### config.mk
export PLATFORM = sky130hd
export DESIGN_NAME = pulse_trigger_capture_flat
export DESIGN_NICKNAME = d
export VERILOG_FILES = /design/src/rtl/pulse_trigger_capture_if.sv /design/src/rtl/pulse_trigger_capture.sv /design/src/flat_wrapper.sv
export SDC_FILE = /design/constraint.sdc
export NUM_CORES = 2
export LEC_CHECK = 0
export ABC_CLOCK_PERIOD_IN_PS = 48900
export CORE_ASPECT_RATIO = 0.75
export CORE_MARGIN = 1.5
export CORE_UTILIZATION = 31
export CTS_CLUSTER_DIAMETER = 120
export DETAILED_ROUTE_END_ITERATION = 8
export GPL_TIMING_DRIVEN = 0
export SKIP_CTS_REPAIR_TIMING = 1
export SYNTH_ARGS = -nofsm -noshare
export SYNTH_HDL_FRONTEND = slang
export SYNTH_SLANG_ARGS = --single-unit
export TNS_END_PERCENT = 1
### constraint.sdc
create_clock -name user_clk -period 48.9 [get_ports user_clk]
set_clock_uncertainty 0.2 [all_clocks]
set_input_delay 7.335 -clock user_clk [delete_from_list [all_inputs] [get_ports user_clk]]
set_output_delay 7.335 -clock user_clk [all_outputs]
set_load 0.1 [all_outputs]
### src/rtl/pulse_trigger_capture_if.sv
// pulse_trigger_capture_if: phase sample stream in, event record stream out
interface pulse_trigger_capture_if #(
  parameter int CH_W = 8,
  parameter int DATA_W = 16,
  parameter int TS_W = 32
);
  logic              in_valid;
  logic [CH_W-1:0]   in_ch;
  logic [DATA_W-1:0] in_data;
  logic              out_valid;
  logic              out_ready;
  logic [CH_W-1:0]   out_ch;
  logic [DATA_W-1:0] out_data;
  logic [TS_W-1:0]   out_ts;
  modport master (
    output in_valid, in_ch, in_data, out_ready,
    input  out_valid, out_ch, out_data, out_ts
  );
  modport slave (
    input  in_valid, in_ch, in_data, out_ready,
    output out_valid, out_ch, out_data, out_ts
  );
endinterface

### src/rtl/pulse_trigger_capture.sv
// pulse_trigger_capture: per-channel threshold trigger with deadtime and FWFT event FIFO; define PULSE_TRIG_DROP_CNT_EN to implement drop_count
module pulse_trigger_capture #(
  parameter int CH_W = 8,
  parameter int DATA_W = 16,
  parameter int TS_W = 32,
  parameter int FIFO_AW = 4
) (
  input  logic        user_clk,
  input  logic        user_rst_n,
  input  logic [31:0] thresh_reg,
  output logic        init_done,
  output logic [15:0] drop_count,
  pulse_trigger_capture_if.slave bus
);
  localparam logic [0:0] S_INIT = 1'b0;
  localparam logic [0:0] S_RUN = 1'b1;
  localparam int EW = CH_W + DATA_W + TS_W;
  typedef struct packed {
    logic              valid;
    logic [CH_W-1:0]   ch;
    logic [DATA_W-1:0] data;
    logic [TS_W-1:0]   ts;
    logic              en;
    logic [11:0]       dt;
    logic [15:0]       t;
  } smp_t;
  logic [0:0] state_q, state_d;
  logic [CH_W-1:0] sweep_q, sweep_d, mem_addr;
  logic [TS_W-1:0] ts_q, ts_d;
  smp_t s0_q, s0_d, s1_q, s1_d;
  logic [11:0] cnt_q, cnt_d, wr_cnt;
  logic [11:0] cnt_mem [2**CH_W];
  logic [EW-1:0] fifo_mem [2**FIFO_AW];
  logic [FIFO_AW:0] wr_q, wr_d, rd_q, rd_d, level;
  logic [DATA_W:0] neg_t;
  logic run, fire, full, push, pop, mem_we;
  logic unused;
  assign unused = ^thresh_reg[30:28];
  always_comb begin
    run = state_q == S_RUN;
    state_d = (!run && &sweep_q) ? S_RUN : state_q;
    sweep_d = run ? sweep_q : sweep_q + CH_W'(1);
    ts_d = run ? ts_q + TS_W'(1) : ts_q;
    s0_d = {bus.in_valid & run, bus.in_ch, bus.in_data, ts_q, thresh_reg[31], thresh_reg[27:0]};
    s1_d = s0_q;
    neg_t = '0 - (DATA_W+1)'(s1_q.t);
    fire = s1_q.valid && s1_q.en && cnt_q == 12'd0 &&
           $signed({s1_q.data[DATA_W-1], s1_q.data}) <= $signed(neg_t);
    wr_cnt = fire ? s1_q.dt : (s1_q.en && cnt_q != 12'd0) ? cnt_q - 12'd1 : 12'd0;
    // same-channel sample one cycle behind sees the counter being written now
    cnt_d = (s1_q.valid && s1_q.ch == s0_q.ch) ? wr_cnt : cnt_mem[s0_q.ch];
    mem_we = !run || s1_q.valid;
    mem_addr = run ? s1_q.ch : sweep_q;
    level = wr_q - rd_q;
    full = level[FIFO_AW];
    bus.out_valid = level != '0;
    pop = bus.out_valid && bus.out_ready;
    push = fire && (!full || pop);
    wr_d = wr_q + (FIFO_AW+1)'(push);
    rd_d = rd_q + (FIFO_AW+1)'(pop);
    {bus.out_ch, bus.out_data, bus.out_ts} = bus.out_valid ? fifo_mem[rd_q[FIFO_AW-1:0]] : '0;
    init_done = run;
  end
  always_ff @(posedge user_clk) begin
    if (!user_rst_n) begin
      state_q <= S_INIT;
      sweep_q <= '0;
      ts_q <= '0;
      s0_q <= '0;
      s1_q <= '0;
      cnt_q <= '0;
      wr_q <= '0;
      rd_q <= '0;
    end else begin
      state_q <= state_d;
      sweep_q <= sweep_d;
      ts_q <= ts_d;
      s0_q <= s0_d;
      s1_q <= s1_d;
      cnt_q <= cnt_d;
      wr_q <= wr_d;
      rd_q <= rd_d;
    end
  end
  always_ff @(posedge user_clk) begin
    if (mem_we) cnt_mem[mem_addr] <= run ? wr_cnt : 12'd0;
    if (push) fifo_mem[wr_q[FIFO_AW-1:0]] <= {s1_q.ch, s1_q.data, s1_q.ts};
  end
`ifdef PULSE_TRIG_DROP_CNT_EN
  logic [15:0] drop_count_q, drop_count_d;
  always_comb drop_count_d = (fire && !push && drop_count_q != 16'hFFFF) ? drop_count_q + 16'd1 : drop_count_q;
  always_ff @(posedge user_clk) drop_count_q <= !user_rst_n ? 16'd0 : drop_count_d;
  assign drop_count = drop_count_q;
`else
  assign drop_count = 16'd0;
`endif
endmodule

### src/flat_wrapper.sv
// flat-port wrapper written by rule: the top's interface ports become plain ports
module pulse_trigger_capture_flat 
#(
  parameter int CH_W = 8,
  parameter int DATA_W = 16,
  parameter int TS_W = 32,
  parameter int FIFO_AW = 4
)
  (user_clk, user_rst_n, thresh_reg, init_done, drop_count, bus_in_valid, bus_in_ch, bus_in_data, bus_out_ready, bus_out_valid, bus_out_ch, bus_out_data, bus_out_ts);
  pulse_trigger_capture_if #(.CH_W(CH_W), .DATA_W(DATA_W), .TS_W(TS_W)) bus_i ();
  input  logic user_clk;
  input  logic user_rst_n;
  input  logic [31:0] thresh_reg;
  output logic init_done;
  output logic [15:0] drop_count;
  input wire logic [$bits(bus_i.in_valid)-1:0] bus_in_valid;
  input wire logic [$bits(bus_i.in_ch)-1:0] bus_in_ch;
  input wire logic [$bits(bus_i.in_data)-1:0] bus_in_data;
  input wire logic [$bits(bus_i.out_ready)-1:0] bus_out_ready;
  output wire logic [$bits(bus_i.out_valid)-1:0] bus_out_valid;
  output wire logic [$bits(bus_i.out_ch)-1:0] bus_out_ch;
  output wire logic [$bits(bus_i.out_data)-1:0] bus_out_data;
  output wire logic [$bits(bus_i.out_ts)-1:0] bus_out_ts;
  assign bus_i.in_valid = bus_in_valid;
  assign bus_i.in_ch = bus_in_ch;
  assign bus_i.in_data = bus_in_data;
  assign bus_i.out_ready = bus_out_ready;
  assign bus_out_valid = bus_i.out_valid;
  assign bus_out_ch = bus_i.out_ch;
  assign bus_out_data = bus_i.out_data;
  assign bus_out_ts = bus_i.out_ts;
  pulse_trigger_capture #(.CH_W(CH_W), .DATA_W(DATA_W), .TS_W(TS_W), .FIFO_AW(FIFO_AW)) u_core (.user_clk(user_clk), .user_rst_n(user_rst_n), .thresh_reg(thresh_reg), .init_done(init_done), .drop_count(drop_count), .bus(bus_i));
endmodule
Yosys cells after proc, flatten, opt, wreduce, memory -nomap -nowiden
Memory sizes are Yosys's and may differ from the RTL's. A register that Yosys moved wholly into a read port is not among the register bits.
Index checks and enable logic that the tools add are counted.
W data, S select, Z words.
{ "op_classes": {"addsub": 7, "n_lt_le_gt_ge": 1, "eq_ne": 1, "n_mux": 12, "n_bitwise": 1, "reduce_logical": 16} }
{ "op_table": {"columns": ["operator", "count"], "rows": [
  ["$mux W56", 1],
  ["$mux W12", 4],
  ["$add A32 B1 Y32 const B", 1],
  ["$le A16 B17 Y1", 1],
  ["$sub A1 B16 Y17 const A", 1],
  ["$mux W8", 2],
  ["$logic_not A12 Y1", 1],
  ["$reduce_bool A12 Y1", 1],
  ["$sub A12 B1 Y12 const B", 1],
  ["$add A5 B1 Y5", 2],
  ["$add A8 B1 Y8 const B", 1],
  ["$eq A8 B8 Y1", 1],
  ["$logic_and A1 B1 Y1", 8],
  ["$reduce_and A8 Y1", 1],
  ["$reduce_bool A5 Y1", 1],
  ["$sub A5 B5 Y5", 1],
  ["$mux W1", 4],
  ["$mux W4", 1],
  ["$logic_not A1 Y1", 2],
  ["$logic_or A1 B1 Y1", 2],
  ["$and A1 B1 Y1", 1]
]} }
{ "totals": {"regBits": 235, "ramBits": 3968, "input_bits": 60, "output_inout_bits": 74, "wordCells": 60, "memories": 2} }
{ "mem_list": {"columns": ["name", "depth", "word_bits", "read_ports", "rd_ports_with_merged_regs", "write_ports", "line", "text"], "rows": [
  ["u_core.cnt_mem", 256, 12, 1, 1, 1, "pulse_trigger_capture.sv:32", "logic [11:0] cnt_mem [2**CH_W];"],
  ["u_core.fifo_mem", 16, 56, 1, 1, 1, "pulse_trigger_capture.sv:33", "logic [EW-1:0] fifo_mem [2**FIFO_AW];"]
]} }

Logic depth before layout (Yosys ltp)
{ "depth": {"word_depth": 7, "ltp_mapped": 21, "depth_no_buf": 20} }

Worst setup path before layout
Ideal clock, no wire load.
{ "synth_timing": {"kind": "reg-to-reg", "start": "reg u_core.s1_q[0] in the netlist's numbering", "end": "mem u_core.cnt_mem[0][0], data pin", "setup_ps": 2276, "arrival_time_ps": 13595, "required_time_ps": 46424, "slack_ps": 32829, "stages_incl_launch_ff": 18, "path_buffers": 1, "period_less_slack_ps": 16071, "cell_sequence": "dfxtp_1 -> inv_1 -> ha_1 -> nand2_1 -> nor3_1 -> nand2b_1 -> or4_1 -> nor3_1 -> xor2_1 -> ha_1 -> a21oi_1 -> o21ai_0 -> a211o_1 -> a221oi_1 -> o21a_1 -> clkbuf_1 -> nand2_1 -> a21boi_0"} }
{ "synth_between": {"elab_chain_cells": 5} }
{ "synth_rtl": {"columns": ["item", "line", "text"], "rows": [
  ["from (decl)", "pulse_trigger_capture.sv:30", "smp_t s0_q, s0_d, s1_q, s1_d;"],
  ["from (signal assigned)", "pulse_trigger_capture.sv:70", "s1_q <= '0;"],
  ["from (signal assigned)", "pulse_trigger_capture.sv:79", "s1_q <= s1_d;"],
  ["$sub A1 B16 Y17", "pulse_trigger_capture.sv:46", "neg_t = '0 - (DATA_W+1)'(s1_q.t);"],
  ["$le A16 B17 Y1 (implied by the code)", "pulse_trigger_capture.sv:48", "$signed({s1_q.data[DATA_W-1], s1_q.data}) <= $signed(neg_t);"],
  ["$logic_and A1 B1 Y1", "pulse_trigger_capture.sv:47", "fire = s1_q.valid && s1_q.en && cnt_q == 12'd0 &&"],
  ["$mux W12", "pulse_trigger_capture.sv:49", "wr_cnt = fire ? s1_q.dt : (s1_q.en && cnt_q != 12'd0) ? cnt_q - 12'd1 : 12'd0;"],
  ["$mux W12", "pulse_trigger_capture.sv:86", "if (mem_we) cnt_mem[mem_addr] <= run ? wr_cnt : 12'd0;"],
  ["to (decl)", "pulse_trigger_capture.sv:32", null]
]} }
No other way between the ends.

Final worst setup path
{ "layout_timing": {"start": "reg u_core.rd_q[1]", "end": "out bus_out_data[14]"} }
{ "layout_between": {"elab_chain_cells": 3} }
{ "layout_rtl": {"columns": ["item", "line", "text"], "rows": [
  ["from (decl)", "pulse_trigger_capture.sv:34", "logic [FIFO_AW:0] wr_q, wr_d, rd_q, rd_d, level;"],
  ["from (signal assigned)", "pulse_trigger_capture.sv:82", "rd_q <= rd_d;"],
  ["$sub A5 B5 Y5", "pulse_trigger_capture.sv:54", "level = wr_q - rd_q;"],
  ["$reduce_bool A5 Y1", "pulse_trigger_capture.sv:56", "bus.out_valid = level != '0;"],
  ["$mux W56", "pulse_trigger_capture.sv:61", "{bus.out_ch, bus.out_data, bus.out_ts} = bus.out_valid ? fifo_mem[rd_q[FIFO_AW-1:0]] : '0;"],
  ["to (decl)", "flat_wrapper.sv:22", "output wire logic [$bits(bus_i.out_data)-1:0] bus_out_data;"]
]} }
No other way between the ends.

==> results.toml <==
[status]
run_status = "finished with violations"
violations = "capacitance limit, slew limit"

[grt]
grt_pass1_vias = 84062
grtUsageTotal_pct = 23.3
overflow = 0
antenna_found_initial = 73
grt_max_degree = 93
grt_pass1_wl_mm = 812

[yosys]
synth_edf_count = 3968
synth_compound_area_share_pct = 1.98
synth_flop_cell = "edfxtp_1"
synth.area.mux_share_pct = 16.0
ys_top_cells_by_area = "edfxtp_1 74%, mux4_2 15%, dfxtp_1 2.9%"
synth-simple-area-share_pct = 2.97
synth.top_cell.area_share_pct = 74.0
ys_seq_elements = 4203
synthMostInstantiatedCell = "edfxtp_1"
ys_types = 71
syn-cell-area_mm2 = 0.161
synth-seq-area-share_pct = 77.0
synthTopCellsByCount = "3968 x edfxtp_1, 1055 x mux4_2, 314 x nor2_1, 235 x dfxtp_1, 226 x and2_1"
synth_top_family_by_area = "multiplexers"
syn_avg_cell_area_um2 = 21.7
yosys_warnings = 0
syn_inst = 7410
yosysTopAreaCell = "edfxtp_1"
ys_async_sr_fraction_pct = 0
synth_xor_xnor_area_share_pct = 0.370
synth_adder_area_share_pct = 0.225

[sta]
drv_slew = 136
max_freq_mhz = 64.1
hold_violations = 0
fin_tns_setup_ns = 0
min_period_ns = 15.60
finalSetupViolCount = 0
setup_ws_ns = 33.30
rsz0062_at_grt = "false"
period_share_pct = 31.9
worst_slew_margin_rel_pct = -21.3
tightestPinTransition_ns = 1.82

[layout]
nets = 8413
drive_gt1_share_pct = 29.5
area_growth_pct = 17.9

[power_and_ir_drop]
p_per_area_mw_per_mm2 = 40.2
leakagePower_uw = 0.0537
peakVddDrop_mv = 0.0471

[setup_path]
setup.worst_path.class = "reg -> out"
cp.arrival_ns = 8.07
cpMaxStageDelayCell = "clkdlybuf4s50_1"
end_kind = "output port"
worst_setup_path_start_kind = "flip-flop"
cp_cell_sequence = "clkbuf_1 > clkbuf_1 > buf_1 > inv_1 > ha_1 > a21o_1 > a21o_1 > a21oi_1 > xnor2_1 > and4b_1 > clkbuf_1 > clkbuf_1 > nor2b_1 > clkdlybuf4s50_1"
max_stage_delay_ns = 1.06
cp_max_fo = 10
critPathRequiredTime_ns = 41.36
crit_top_cell = "clkbuf_1"

[clocking]
clockRootBuffer = "clkbuf_16"
clk_pin_slew_ns = 0.07
clock_path_buffers = 4
insertion_delay_ns = 0.98
cts_made_buffers = 375
clock-sinks = 4203
cts_max_level = 5
cts_tree = "built"

[die]
core_area_mm2 = 0.515
rows = 228
chipHeight_um = 627
die_w_um = 835
start_util_pct = 31.2
die_area_mm2 = 0.524
boundaryPins = 134

[route]
drt_iter0_markers = 18074
drt_pass1_iterations = 6
postRouteAntennaNets = 0
routed_wl_mm = 632
via_per_inst = 5.86
vias = 91377
post_drt_wl_per_cell_um = 40.5
drcViolationCount = 0

[placed_design]
pre_cts_ws_ns = 34.21
dp_hpwl_mm = 436
gp_congestion = 1.02
io_buffers = 114

[flow_run]
drv_cap = 17

[min_path]
hp-class = "reg -> reg"
## sequential cells by signal, indices dropped and copies added (netlist names), 8 cells and up
register	flops
u_core.cnt_mem	3072
u_core.fifo_mem	896
u_core.s0_q	86
u_core.s1_q	86
u_core.ts_q	32
u_core.cnt_q	12
u_core.sweep_q	8
## cell families (layout without fill, tap and decap cells)
family / Yosys count / count (layout)
and+or+nand+nor: 959 / 959
muxes: 1256 / 1256
AOI/OAI and AO/OA: 441 / 441
adders and majority gates: 29 / 29
buffers and inverters: 453 / 1662
xor gates and xnor gates: 68 / 68
DFF: 4203 / 4203
other: 1 / 69
## metrics by stage
step / cells / power [µW] / hold WS [ns] / area, µm² / util (%)
final: 15587 / 7630 / 0.223 / 190000 / 36.8
after global routing: 15535 / 7750 / 0.246 / 190000 / 36.8
after CTS: 15526 / 7600 / 0.225 / 189000 / 36.8
after detailed placement: 14839 / 4680 / 0.219 / 177000 / 34.4
after global placement: 14439 / 4670 / 0.217 / 171000 / 33.1
after floorplan: 7425 / 4380 / 0.206 / 161000 / -
## critical path, delay by kind of cell (launching register included)
kind	cells	cell delay (ns)
AND/OR/NAND/NOR	2	0.88
adder cells (fa/ha/maj)	1	0.34
AO/OA/AOI/OAI	3	0.56
flip-flops	1	0.34
XOR/XNOR	1	0.22
buffers and inverters	7	4.76
## worst paths after layout
path	from	endpoint	slack, ns	depth (start not counted)
worst max register to register	u_core.s0_q[78]	u_core.cnt_q[10]	40.47	10
worst max-delay path	u_core.rd_q[1]	bus_out_data[14]	33.30	14
worst min register to register	u_core.s0_q[31]	u_core.s1_q[31]	0.22	1
worst min-delay path	u_core.s0_q[31]	u_core.s1_q[31]	0.22	1
## placed cells by master, fill, tap and decap left out, drive strengths merged, types with 133 or more instances in the layout
cell,instances
mux2i,194
clkbuf,675
edfxtp,3968
buf,626
clkinv,154
nand2,133
and2,229
mux4,1055
dfxtp,235
nor2,314
## final cells by class
type	count	area (µm²)
flip-flops and latches	4203	124000
repair buffers	522	7070
clock buffers	468	10000
inverters	28	105
diodes	53	133
clock inverters	219	1970
plain buffers	425	2350
multi-input cells	2769	35600
fillers	46395	326000
well taps	6900	8630
## report_power, final
| group | switching, µW | total, µW | internal (µW) | leakage (µW) |
|---|---|---|---|---|
| Clock | 1380 | 3010 | 1630 | 0.00589 |
| Sequential | 10.5 | 3900 | 3890 | 0.0343 |
| Combinational | 540 | 720 | 180 | 0.0136 |
## metal layers
layer | vias up | share of wire [%] | global-route usage, %
met3 | 1431 | 17 | 12.1
met5 | - | 0.086 | 0.339
met4 | 23 | 5.5 | 10.7
met1 | 48763 | 36 | 30.1
met2 | 8367 | 41 | 32.4
li1 | 32793 | - | -
Power figures use the tool's default switching activity.
